$ cat config.mk
export PLATFORM = sky130hd
export DESIGN_NAME = ic_req_arb_flat
export DESIGN_NICKNAME = d
export VERILOG_FILES = /design/src/rtl/ic_req_arb_if.sv /design/src/rtl/ic_req_arb.sv /design/src/flat_wrapper.sv
export SDC_FILE = /design/constraint.sdc
export NUM_CORES = 1
export LEC_CHECK = 0
export CAP_MARGIN = 20
export CORE_AREA = 2 2 642 644
export DETAILED_ROUTE_END_ITERATION = 8
export DIE_AREA = 0 0 644 646
export PLACE_DENSITY = 0.33
export SYNTH_ARGS = -nofsm -noshare
export SYNTH_HDL_FRONTEND = slang
export SYNTH_SLANG_ARGS = --single-unit
$ cat constraint.sdc
create_clock -name clk -period 79.8 [get_ports clk]
set_input_delay 7.98 -clock clk [delete_from_list [all_inputs] [get_ports clk]]
set_output_delay 7.98 -clock clk [all_outputs]
set_load 0.005 [all_outputs]
$ cat src/rtl/ic_req_arb_if.sv
// Signal bundle between the demand/prefetch requesters, the fetch arbiter and the icache.
// The arbiter uses the slave view; the surrounding requesters/icache use the master view.
interface ic_req_arb_if #(
    parameter int unsigned ADDR_W    = 32,
    parameter int unsigned ID_W      = 4,
    parameter int unsigned CL_BITS   = 512,
    parameter int unsigned MAX_OUTST = 4
);
    localparam int unsigned SLOT_W = $clog2(MAX_OUTST);

    logic                flush;

    logic                dm_req_valid;
    logic                dm_req_ready;
    logic [ID_W-1:0]     dm_req_id;
    logic [ADDR_W-1:0]   dm_req_addr;

    logic                pf_req_valid;
    logic                pf_req_ready;
    logic [ID_W-1:0]     pf_req_id;
    logic [ADDR_W-1:0]   pf_req_addr;

    logic                ic_req_valid;
    logic [SLOT_W-1:0]   ic_req_id;
    logic [ADDR_W-1:0]   ic_req_addr;

    logic                ic_rsp_valid;
    logic [SLOT_W-1:0]   ic_rsp_id;
    logic [CL_BITS-1:0]  ic_rsp_data;

    logic                dm_rsp_valid;
    logic [ID_W-1:0]     dm_rsp_id;
    logic [CL_BITS-1:0]  dm_rsp_data;

    logic                pf_rsp_valid;
    logic [ID_W-1:0]     pf_rsp_id;
    logic [CL_BITS-1:0]  pf_rsp_data;

    modport slave (
        input  flush,
        input  dm_req_valid, dm_req_id, dm_req_addr,
        output dm_req_ready,
        input  pf_req_valid, pf_req_id, pf_req_addr,
        output pf_req_ready,
        output ic_req_valid, ic_req_id, ic_req_addr,
        input  ic_rsp_valid, ic_rsp_id, ic_rsp_data,
        output dm_rsp_valid, dm_rsp_id, dm_rsp_data,
        output pf_rsp_valid, pf_rsp_id, pf_rsp_data
    );

    modport master (
        output flush,
        output dm_req_valid, dm_req_id, dm_req_addr,
        input  dm_req_ready,
        output pf_req_valid, pf_req_id, pf_req_addr,
        input  pf_req_ready,
        input  ic_req_valid, ic_req_id, ic_req_addr,
        output ic_rsp_valid, ic_rsp_id, ic_rsp_data,
        input  dm_rsp_valid, dm_rsp_id, dm_rsp_data,
        input  pf_rsp_valid, pf_rsp_id, pf_rsp_data
    );
endinterface

$ cat src/rtl/ic_req_arb.sv
// Demand/prefetch fetch arbiter: tags each accepted request with a free slot index for the
// icache and routes each icache response back to its owner with the original id restored.
module ic_req_arb #(
    parameter int unsigned ADDR_W     = 32,
    parameter int unsigned ID_W       = 4,
    parameter int unsigned CL_BITS    = 512,
    parameter int unsigned MAX_OUTST  = 4,
    parameter int unsigned STARVE_LIM = 8
) (
    input logic         clk,
    input logic         reset,
    ic_req_arb_if.slave bus
);
    localparam int unsigned SLOT_W = $clog2(MAX_OUTST);

    typedef logic [SLOT_W-1:0] slot_t;

    // Slot table; owner bit set means the prefetch requester owns the slot.
    logic [MAX_OUTST-1:0] busy_q, busy_d;
    logic [MAX_OUTST-1:0] owner_q, owner_d;
    logic [MAX_OUTST-1:0] drop_q, drop_d;
    logic [ID_W-1:0]      id_q [MAX_OUTST];

    logic [7:0]           starve_q, starve_d;

    logic                 ic_req_valid_q;
    slot_t                ic_req_id_q;
    logic [ADDR_W-1:0]    ic_req_addr_q;

    logic                 dm_rsp_valid_q, dm_rsp_valid_d;
    logic [ID_W-1:0]      dm_rsp_id_q;
    logic [CL_BITS-1:0]   dm_rsp_data_q;
    logic                 pf_rsp_valid_q, pf_rsp_valid_d;
    logic [ID_W-1:0]      pf_rsp_id_q;
    logic [CL_BITS-1:0]   pf_rsp_data_q;

    logic                 have_free;
    slot_t                free_slot;
    logic                 starved;
    logic                 dm_win, pf_win;
    logic                 can_accept;
    logic                 dm_acc, pf_acc, acc;
    logic [ID_W-1:0]      acc_id;
    logic [ADDR_W-1:0]    acc_addr;
    slot_t                rsp_slot;
    logic                 rsp_hit, rsp_fwd;

    // Lowest-index free slot, judged on registered busy state only.
    always_comb begin
        have_free = 1'b0;
        free_slot = '0;
        for (int i = int'(MAX_OUTST) - 1; i >= 0; i--) begin
            if (!busy_q[i]) begin
                have_free = 1'b1;
                free_slot = slot_t'(i);
            end
        end
    end

    always_comb begin
        starved    = (starve_q == 8'(STARVE_LIM));
        pf_win     = bus.pf_req_valid & (~bus.dm_req_valid | starved);
        dm_win     = bus.dm_req_valid & ~pf_win;
        can_accept = reset & ~bus.flush & have_free;
        dm_acc     = dm_win & can_accept;
        pf_acc     = pf_win & can_accept;
        acc        = dm_acc | pf_acc;
        acc_id     = pf_acc ? bus.pf_req_id : bus.dm_req_id;
        acc_addr   = pf_acc ? bus.pf_req_addr : bus.dm_req_addr;
    end

    assign bus.dm_req_ready = dm_acc;
    assign bus.pf_req_ready = pf_acc;

    always_comb begin
        rsp_slot       = bus.ic_rsp_id;
        rsp_hit        = bus.ic_rsp_valid & busy_q[rsp_slot];
        rsp_fwd        = rsp_hit & ~drop_q[rsp_slot] & ~bus.flush;
        dm_rsp_valid_d = rsp_fwd & ~owner_q[rsp_slot];
        pf_rsp_valid_d = rsp_fwd & owner_q[rsp_slot];
    end

    // A flush can never coincide with an allocation, and a freed slot is never the one allocated,
    // so the order of these updates does not matter.
    always_comb begin
        busy_d  = busy_q;
        owner_d = owner_q;
        drop_d  = drop_q;
        if (bus.flush) begin
            drop_d = drop_q | busy_q;
        end
        if (rsp_hit) begin
            busy_d[rsp_slot] = 1'b0;
        end
        if (acc) begin
            busy_d[free_slot]  = 1'b1;
            owner_d[free_slot] = pf_acc;
            drop_d[free_slot]  = 1'b0;
        end
    end

    always_comb begin
        starve_d = starve_q;
        if (pf_acc) begin
            starve_d = '0;
        end else if (bus.pf_req_valid && !starved) begin
            starve_d = starve_q + 8'd1;
        end
    end

    always_ff @(posedge clk) begin
        if (!reset) begin
            busy_q         <= '0;
            owner_q        <= '0;
            drop_q         <= '0;
            starve_q       <= '0;
            ic_req_valid_q <= 1'b0;
            dm_rsp_valid_q <= 1'b0;
            pf_rsp_valid_q <= 1'b0;
        end else begin
            busy_q         <= busy_d;
            owner_q        <= owner_d;
            drop_q         <= drop_d;
            starve_q       <= starve_d;
            ic_req_valid_q <= acc;
            dm_rsp_valid_q <= dm_rsp_valid_d;
            pf_rsp_valid_q <= pf_rsp_valid_d;
        end
    end

    // Datapath registers load only with their qualifying valid and need no reset.
    always_ff @(posedge clk) begin
        if (acc) begin
            id_q[free_slot] <= acc_id;
            ic_req_id_q     <= free_slot;
            ic_req_addr_q   <= acc_addr;
        end
        if (dm_rsp_valid_d) begin
            dm_rsp_id_q   <= id_q[rsp_slot];
            dm_rsp_data_q <= bus.ic_rsp_data;
        end
        if (pf_rsp_valid_d) begin
            pf_rsp_id_q   <= id_q[rsp_slot];
            pf_rsp_data_q <= bus.ic_rsp_data;
        end
    end

    assign bus.ic_req_valid = ic_req_valid_q;
    assign bus.ic_req_id    = ic_req_id_q;
    assign bus.ic_req_addr  = ic_req_addr_q;
    assign bus.dm_rsp_valid = dm_rsp_valid_q;
    assign bus.dm_rsp_id    = dm_rsp_id_q;
    assign bus.dm_rsp_data  = dm_rsp_data_q;
    assign bus.pf_rsp_valid = pf_rsp_valid_q;
    assign bus.pf_rsp_id    = pf_rsp_id_q;
    assign bus.pf_rsp_data  = pf_rsp_data_q;

    rsp_to_idle_slot: assert property (
        @(posedge clk) disable iff (!reset) bus.ic_rsp_valid |-> busy_q[bus.ic_rsp_id]
    ) else $error("ic_req_arb: icache response for idle slot %0d", bus.ic_rsp_id);

endmodule

$ cat src/flat_wrapper.sv
// flat-port wrapper written by rule: the top's interface ports become plain ports
module ic_req_arb_flat 
#(
    parameter int unsigned ADDR_W     = 32,
    parameter int unsigned ID_W       = 4,
    parameter int unsigned CL_BITS    = 512,
    parameter int unsigned MAX_OUTST  = 4,
    parameter int unsigned STARVE_LIM = 8
)
  (clk, reset, bus_flush, bus_dm_req_valid, bus_dm_req_id, bus_dm_req_addr, bus_dm_req_ready, bus_pf_req_valid, bus_pf_req_id, bus_pf_req_addr, bus_pf_req_ready, bus_ic_req_valid, bus_ic_req_id, bus_ic_req_addr, bus_ic_rsp_valid, bus_ic_rsp_id, bus_ic_rsp_data, bus_dm_rsp_valid, bus_dm_rsp_id, bus_dm_rsp_data, bus_pf_rsp_valid, bus_pf_rsp_id, bus_pf_rsp_data);
  ic_req_arb_if #(.ADDR_W(ADDR_W), .ID_W(ID_W), .CL_BITS(CL_BITS), .MAX_OUTST(MAX_OUTST)) bus_i ();
  input logic clk;
  input logic reset;
  input wire logic [$bits(bus_i.flush)-1:0] bus_flush;
  input wire logic [$bits(bus_i.dm_req_valid)-1:0] bus_dm_req_valid;
  input wire logic [$bits(bus_i.dm_req_id)-1:0] bus_dm_req_id;
  input wire logic [$bits(bus_i.dm_req_addr)-1:0] bus_dm_req_addr;
  output wire logic [$bits(bus_i.dm_req_ready)-1:0] bus_dm_req_ready;
  input wire logic [$bits(bus_i.pf_req_valid)-1:0] bus_pf_req_valid;
  input wire logic [$bits(bus_i.pf_req_id)-1:0] bus_pf_req_id;
  input wire logic [$bits(bus_i.pf_req_addr)-1:0] bus_pf_req_addr;
  output wire logic [$bits(bus_i.pf_req_ready)-1:0] bus_pf_req_ready;
  output wire logic [$bits(bus_i.ic_req_valid)-1:0] bus_ic_req_valid;
  output wire logic [$bits(bus_i.ic_req_id)-1:0] bus_ic_req_id;
  output wire logic [$bits(bus_i.ic_req_addr)-1:0] bus_ic_req_addr;
  input wire logic [$bits(bus_i.ic_rsp_valid)-1:0] bus_ic_rsp_valid;
  input wire logic [$bits(bus_i.ic_rsp_id)-1:0] bus_ic_rsp_id;
  input wire logic [$bits(bus_i.ic_rsp_data)-1:0] bus_ic_rsp_data;
  output wire logic [$bits(bus_i.dm_rsp_valid)-1:0] bus_dm_rsp_valid;
  output wire logic [$bits(bus_i.dm_rsp_id)-1:0] bus_dm_rsp_id;
  output wire logic [$bits(bus_i.dm_rsp_data)-1:0] bus_dm_rsp_data;
  output wire logic [$bits(bus_i.pf_rsp_valid)-1:0] bus_pf_rsp_valid;
  output wire logic [$bits(bus_i.pf_rsp_id)-1:0] bus_pf_rsp_id;
  output wire logic [$bits(bus_i.pf_rsp_data)-1:0] bus_pf_rsp_data;
  assign bus_i.flush = bus_flush;
  assign bus_i.dm_req_valid = bus_dm_req_valid;
  assign bus_i.dm_req_id = bus_dm_req_id;
  assign bus_i.dm_req_addr = bus_dm_req_addr;
  assign bus_dm_req_ready = bus_i.dm_req_ready;
  assign bus_i.pf_req_valid = bus_pf_req_valid;
  assign bus_i.pf_req_id = bus_pf_req_id;
  assign bus_i.pf_req_addr = bus_pf_req_addr;
  assign bus_pf_req_ready = bus_i.pf_req_ready;
  assign bus_ic_req_valid = bus_i.ic_req_valid;
  assign bus_ic_req_id = bus_i.ic_req_id;
  assign bus_ic_req_addr = bus_i.ic_req_addr;
  assign bus_i.ic_rsp_valid = bus_ic_rsp_valid;
  assign bus_i.ic_rsp_id = bus_ic_rsp_id;
  assign bus_i.ic_rsp_data = bus_ic_rsp_data;
  assign bus_dm_rsp_valid = bus_i.dm_rsp_valid;
  assign bus_dm_rsp_id = bus_i.dm_rsp_id;
  assign bus_dm_rsp_data = bus_i.dm_rsp_data;
  assign bus_pf_rsp_valid = bus_i.pf_rsp_valid;
  assign bus_pf_rsp_id = bus_i.pf_rsp_id;
  assign bus_pf_rsp_data = bus_i.pf_rsp_data;
  ic_req_arb #(.ADDR_W(ADDR_W), .ID_W(ID_W), .CL_BITS(CL_BITS), .MAX_OUTST(MAX_OUTST), .STARVE_LIM(STARVE_LIM)) u_core (.clk(clk), .reset(reset), .bus(bus_i));
endmodule
Yosys cells after proc, flatten, opt, wreduce, memory -nomap -nowiden
Memory sizes are Yosys's and may differ from the RTL's.
Index checks and enable logic that the tools add are counted.
{"block": "totals", "word_cells": 77, "input_bits": 592, "memories": 1, "register_bits": 1089, "output_inout_bits": 1071, "ramBits": 16}
{"memory": "u_core.id_q", "words": 4, "width": 4, "rd": 1, "rd_ports_with_merged_regs": 0, "wr": 1, "line": "ic_req_arb.sv:22", "text": "logic [ID_W-1:0] id_q [MAX_OUTST];"}
{"block": "op_classes", "bitwise": 25, "n_addsub": 1, "order_cmp": 4, "muxes": 27, "eq_ne": 1, "n_reduce_logical": 5}
{"operator": "two-way mux 32 bit", "n": 1}
{"operator": "two-way mux 4 bit", "n": 5}
{"operator": "AND 1 bit", "n": 11}
{"operator": "two-way mux 1 bit", "n": 11}
{"operator": "adder 8 x 1 -> 8 bit, second input constant", "n": 1}
{"operator": "AND 4 bit", "n": 2}
{"operator": "== test 8 x 4 -> 1 bit, second input constant", "n": 1}
{"operator": "two-way mux 2 bit", "n": 4}
{"operator": "inverter 4 bit", "n": 2}
{"operator": "bitwise OR 4 bit", "n": 2}
{"operator": "binary-select mux 1 bit (select 2 bit)", "n": 3}
{"operator": "less-than comparator 2 x 3 -> 1 bit, second input constant", "n": 2}
{"operator": "inverter 1 bit", "n": 6}
{"operator": "bitwise mux 4 bit", "n": 1}
{"operator": "demux 1 bit (select 2 bit)", "n": 2}
{"operator": ">= comparator 2 x 1 -> 1 bit, second input constant", "n": 2}
{"operator": "logical AND 1 bit", "n": 3}
{"operator": "bitwise OR 1 bit", "n": 2}
{"operator": "OR reduction 2 bit", "n": 1}
{"operator": "zero test 1 bit", "n": 1}

Longest topological paths before layout
{"block": "depth", "depth_word": 11, "mapped_depth": 9, "mapped_depth_nobuf": 7}

Worst setup path after synthesis
Ideal clock, no wire load.
{"block": "synth_timing", "path_type": "input port to flip-flop", "from": "input bus_ic_rsp_id[1]", "to": "register u_core.pf_rsp_data_q[0], in the netlist u_core.bus.pf_rsp_data[0], enable pin", "slack_ns": 48.277, "cell_stages": 4, "arrival_time_ns": 30.113, "setup_ns": 1.410, "n_path_buf": 0, "required_ns": 78.390, "cell_sequence": "or3b_2 -> a211oi_1 -> a31oi_1 -> nor2_1"}
{"block": "synth_via", "elab_chain_cells": 6, "word_cells_on_any_way": 11, "cone_classes": "mux (6); bitwise (5)"}
{"element": "start: declaration", "line": "flat_wrapper.sv:27", "text": "input wire logic [$bits(bus_i.ic_rsp_id)-1:0] bus_ic_rsp_id;"}
{"element": "binary-select mux 1 bit (select 2 bit), on equally long branches", "line": "ic_req_arb.sv:77, ic_req_arb.sv:78"}
{"element": "two-way mux 1 bit, on equally long branches", "line": "ic_req_arb.sv:77, ic_req_arb.sv:78"}
{"element": "AND 1 bit or inverter 1 bit (tied branches)", "line": "ic_req_arb.sv:77, ic_req_arb.sv:78"}
{"element": "AND 1 bit (2 in a row)", "line": "ic_req_arb.sv:78", "text": "rsp_fwd = rsp_hit & ~drop_q[rsp_slot] & ~bus.flush;"}
{"element": "AND 1 bit (*)", "line": "ic_req_arb.sv:80", "text": "pf_rsp_valid_d = rsp_fwd & owner_q[rsp_slot];"}
{"element": "net u_core.pf_rsp_valid_d", "line": "ic_req_arb.sv:33", "text": "logic pf_rsp_valid_q, pf_rsp_valid_d;"}
{"element": "end signal: assignment", "line": "ic_req_arb.sv:144", "text": "pf_rsp_data_q <= bus.ic_rsp_data;"}
{"element": "end: declaration", "line": "ic_req_arb.sv:35", "text": "logic [CL_BITS-1:0] pf_rsp_data_q;"}
The timed path passes the listed nets; every way through them passes the cells marked *. The select of a mux whose other input is x is not followed.
A chain may end at the register's enable or synchronous reset.

Worst setup path in the final report
{"block": "layout_timing", "from": "input reset", "to": "output bus_pf_req_ready"}
{"block": "layout_via", "elab_chain_cells": 3}
{"element": "start: declaration", "line": "flat_wrapper.sv:13", "text": "input logic reset;"}
{"element": "AND 1 bit (2 in a row)", "line": "ic_req_arb.sv:64", "text": "can_accept = reset & ~bus.flush & have_free;"}
{"element": "AND 1 bit", "line": "ic_req_arb.sv:66", "text": "pf_acc = pf_win & can_accept;"}
{"element": "end: declaration", "line": "flat_wrapper.sv:22", "text": "output wire logic [$bits(bus_i.pf_req_ready)-1:0] bus_pf_req_ready;"}
Every way passes these cells.

==> impl_results.md <==
* Primary FF master, synth: edfxtp_1
* Post-CTS setup buffers at 0
* Slew Limit Fails at 0
* Cell variety after synth at 42
* Post-CTS sizing at 0
* Area share of the leading cell type in the synthesized netlist at 94.89%
* Buffers on Ports at 1,662
* Seq cells post-synth at 1,105
* Commonest cells in the netlist: edfxtp_1, dfxtp_1, mux2_4
* Vias/cell at about 2.5
* CTS tree: yes
* Post-synth top area cell: edfxtp_1
* Worst EP required at 71.82 ns
* Pwr Density at approximately 22 nW/µm²
* Num CTS Buffers at 154
* Peak supply drop at 16.11 µV
* Post-synth EDFFs at ~1,100
* Fin Clk Skew at 0.03484 ns
* Min-delay worst type: register to register
* Period minus WS final at 18.18 ns
* Crit-path cells: clkdlybuf4s50_1, buf_4, nor2b_1, nand3_1, o21bai_4, inv_1, clkdlybuf4s50_1
* Detailed Place HPWL at 250,100 µm
* Slowest-stage cell, CP: clkdlybuf4s50_1
* Worst slew pin tran at 1.097 ns
* Routability cong. at 0.9526
* Drt wl/cell at 33.56 µm
* First DRT Iteration DRCs at 1,838
* Cells after Synth at approximately 1,300
* Count leader, synth: edfxtp_1
* Slew headroom at about 27%
* Largest net degree at the start of global routing at 88
* Worst Path Max Fanout at 22
* DIE AREA at between 400,000 and 500,000 µm²
* Initial antenna violation count at 103
* Routed WL at 291,000 µm
* Synth area leaders: edfxtp_1, dfxtp_1, mux2_4
* Pleak at between 15 and 20 nW
* CP bufs+invs at 4
* Synthesized area at 34,240 µm²
* Nets@finish at 3,688
* Period Utilization, post-route at a little under a quarter
* CTS clock-pin slew for the worst setup and hold paths at around 0.05 ns
* Maximum clock rate at approximately 0.055 GHz
* Setup TNS at 0 ns
* Crit path top cell by count: clkdlybuf4s50_1
* Worst setup EP type: output pin
* Final hold violation count at 0
* Ys Warns at 0
* Startpoint Class: input port
* 1st-pass router iterations at 5
* Final ANT Viol Nets at 0
* Initial core utilization at 8.377%
* Syn-to-layout area delta at 83.09%
* MaxCap Viol Count at 0
* # DRC at 0
* Vias at 21,910
* Worst skew pair latency at 0.83 ns
* Crit path largest cell delay at 0.64 ns
* Core footprint at 408,700 µm²
* Final std cells w/o fill at 8,673
* Root Buffer: clkbuf_16
* Worst path top cell family by delay: buffers and inverters
* Status: completed
* Clock Tree Buf Depth at 4
* Die Y-Extent at 646 µm
* Placed insts at 8,387
* Global route overflow at 0
* CP arrival at 10.20 ns
* Std-Cell Rows at between 200 and 250
* Synthesized netlist net count at between 1,500 and 2,000
* Post-cts hold buffer count at 0
* Worst Path Class, Setup: input port to output pin
* Avg Synthesized Cell Area at 27.07 µm²
* Final-report setup violation count at 0
* I/O Pins at ~1,700
* Post-synthesis async set-or-reset flop share at 0%
* Sequential element share of the synthesized area at 96.24%
* Vias in the first global route at 22,420
* Clock sink count at 1,105
* Layout cells sized above 1 at 8.788%
* GRT Overall Usage at a little over an eighth
* CTS H-tree depth at 4
* First-pass GRT wire length at 342,600 µm
* RSZ-0062 raised after global routing: no
* Chip Width at 644 µm
stage by stage:
stage | area [µm²] | hold slack [ns] | worst slack (ns) | power, W | utilization [%]
2_1_floorplan | 34240 | 0.4347 | 48.28 | 0.0006596 | -
3_3_place_gp | 57820 | 0.4509 | 61.45 | 0.0007122 | 14.15
3_5_place_dp | 57820 | 0.4670 | 61.53 | 0.0007119 | 14.15
4_1_cts | 62620 | 0.4744 | 61.51 | 0.001416 | 15.32
5_1_grt | 62660 | 0.4901 | 61.50 | 0.001433 | 15.33
6_report | 62690 | 0.4788 | 61.62 | 0.001381 | 15.34
metal layers:
layer | up-vias | global-route usage [%] | wire length, µm
met5 | - | 0 | 216
li1 | 8876 | - | -
met4 | 32 | 3.497 | 8291
met2 | 1277 | 22.64 | 139500
met1 | 11380 | 14.14 | 104200
met3 | 339 | 8.052 | 38860
power breakdown:
part	internal [W]	switching [W]	leakage, nW	total [W]
clock network	0.000394	0.000288	2.33	0.000682
logic	0.0000313	0.0000262	7.18	0.0000575
registers	0.000640	0.00000114	9.93	0.000641
cell type report:
class	instances	area [µm²]
fill	44920	346000
multi-input combinational	136	1196
clock inverter	80	749.5
sequential	1105	32950
tap	5451	6820
inverter	12	45.04
clock buffer	191	4055
antenna	13	32.53
timing repair buffer	1685	16840
layout by cell type (no fill, tap or decap), drive strengths merged, types with 13 or more instances in the layout:
cell,count
nand2,14
clkbuf,192
mux2,37
edfxtp,1082
clkdlybuf4s50,1661
buf,23
diode,13
inv,21
dfxtp,23
clkinv,55
flip-flops by register name, indices dropped and copies added (netlist names):
register                 flops
u_core.bus.pf_rsp_valid      1
u_core.bus.ic_req_valid      1
u_core.bus.pf_rsp_data     512
u_core.starve_q              8
u_core.bus.ic_req_id         2
u_core.owner_q               4
u_core.bus.dm_rsp_valid      1
u_core.bus.ic_req_addr      32
u_core.id_q                 16
u_core.bus.pf_rsp_id         4
u_core.bus.dm_rsp_data     512
u_core.busy_q                4
u_core.bus.dm_rsp_id         4
u_core.drop_q                4
logic make-up after synthesis:
group / after synthesis / synth area share, %
flip-flops: 1105 / 96.24
AO/OA/AOI/OAI: 32 / 0.6176
XOR/XNOR: 6 / 0.1535
buffers and inverters: 24 / 0.3325
multiplexers: 43 / 1.736
adder cells (fa/ha/maj): 2 / 0.07307
AND/OR/NAND/NOR: 53 / 0.8477
worst paths after layout:
kind | start | slack (ns) | cells after the start | endpoint
worst max register to register | u_core.busy_q[0] | 74.66 | 8 | u_core.bus.dm_rsp_data[226]
worst max-delay path | reset | 61.62 | 7 | bus_pf_req_ready
worst min-delay path | u_core.owner_q[3] | 0.48 | 2 | u_core.owner_q[3]
worst min register to register | u_core.owner_q[3] | 0.48 | 2 | u_core.owner_q[3]
worst reg2reg max path, stage by stage (launching register included):
cell and delay (ns):
dfxtp_1 0.48, or3b_2 0.49, a21oi_1 0.17, a32oi_1 0.13, nor2_4 0.29, buf_4 0.73, buf_4 0.76, buf_4 0.75
buf_4 0.85
(Power assumes the default switching activity.)
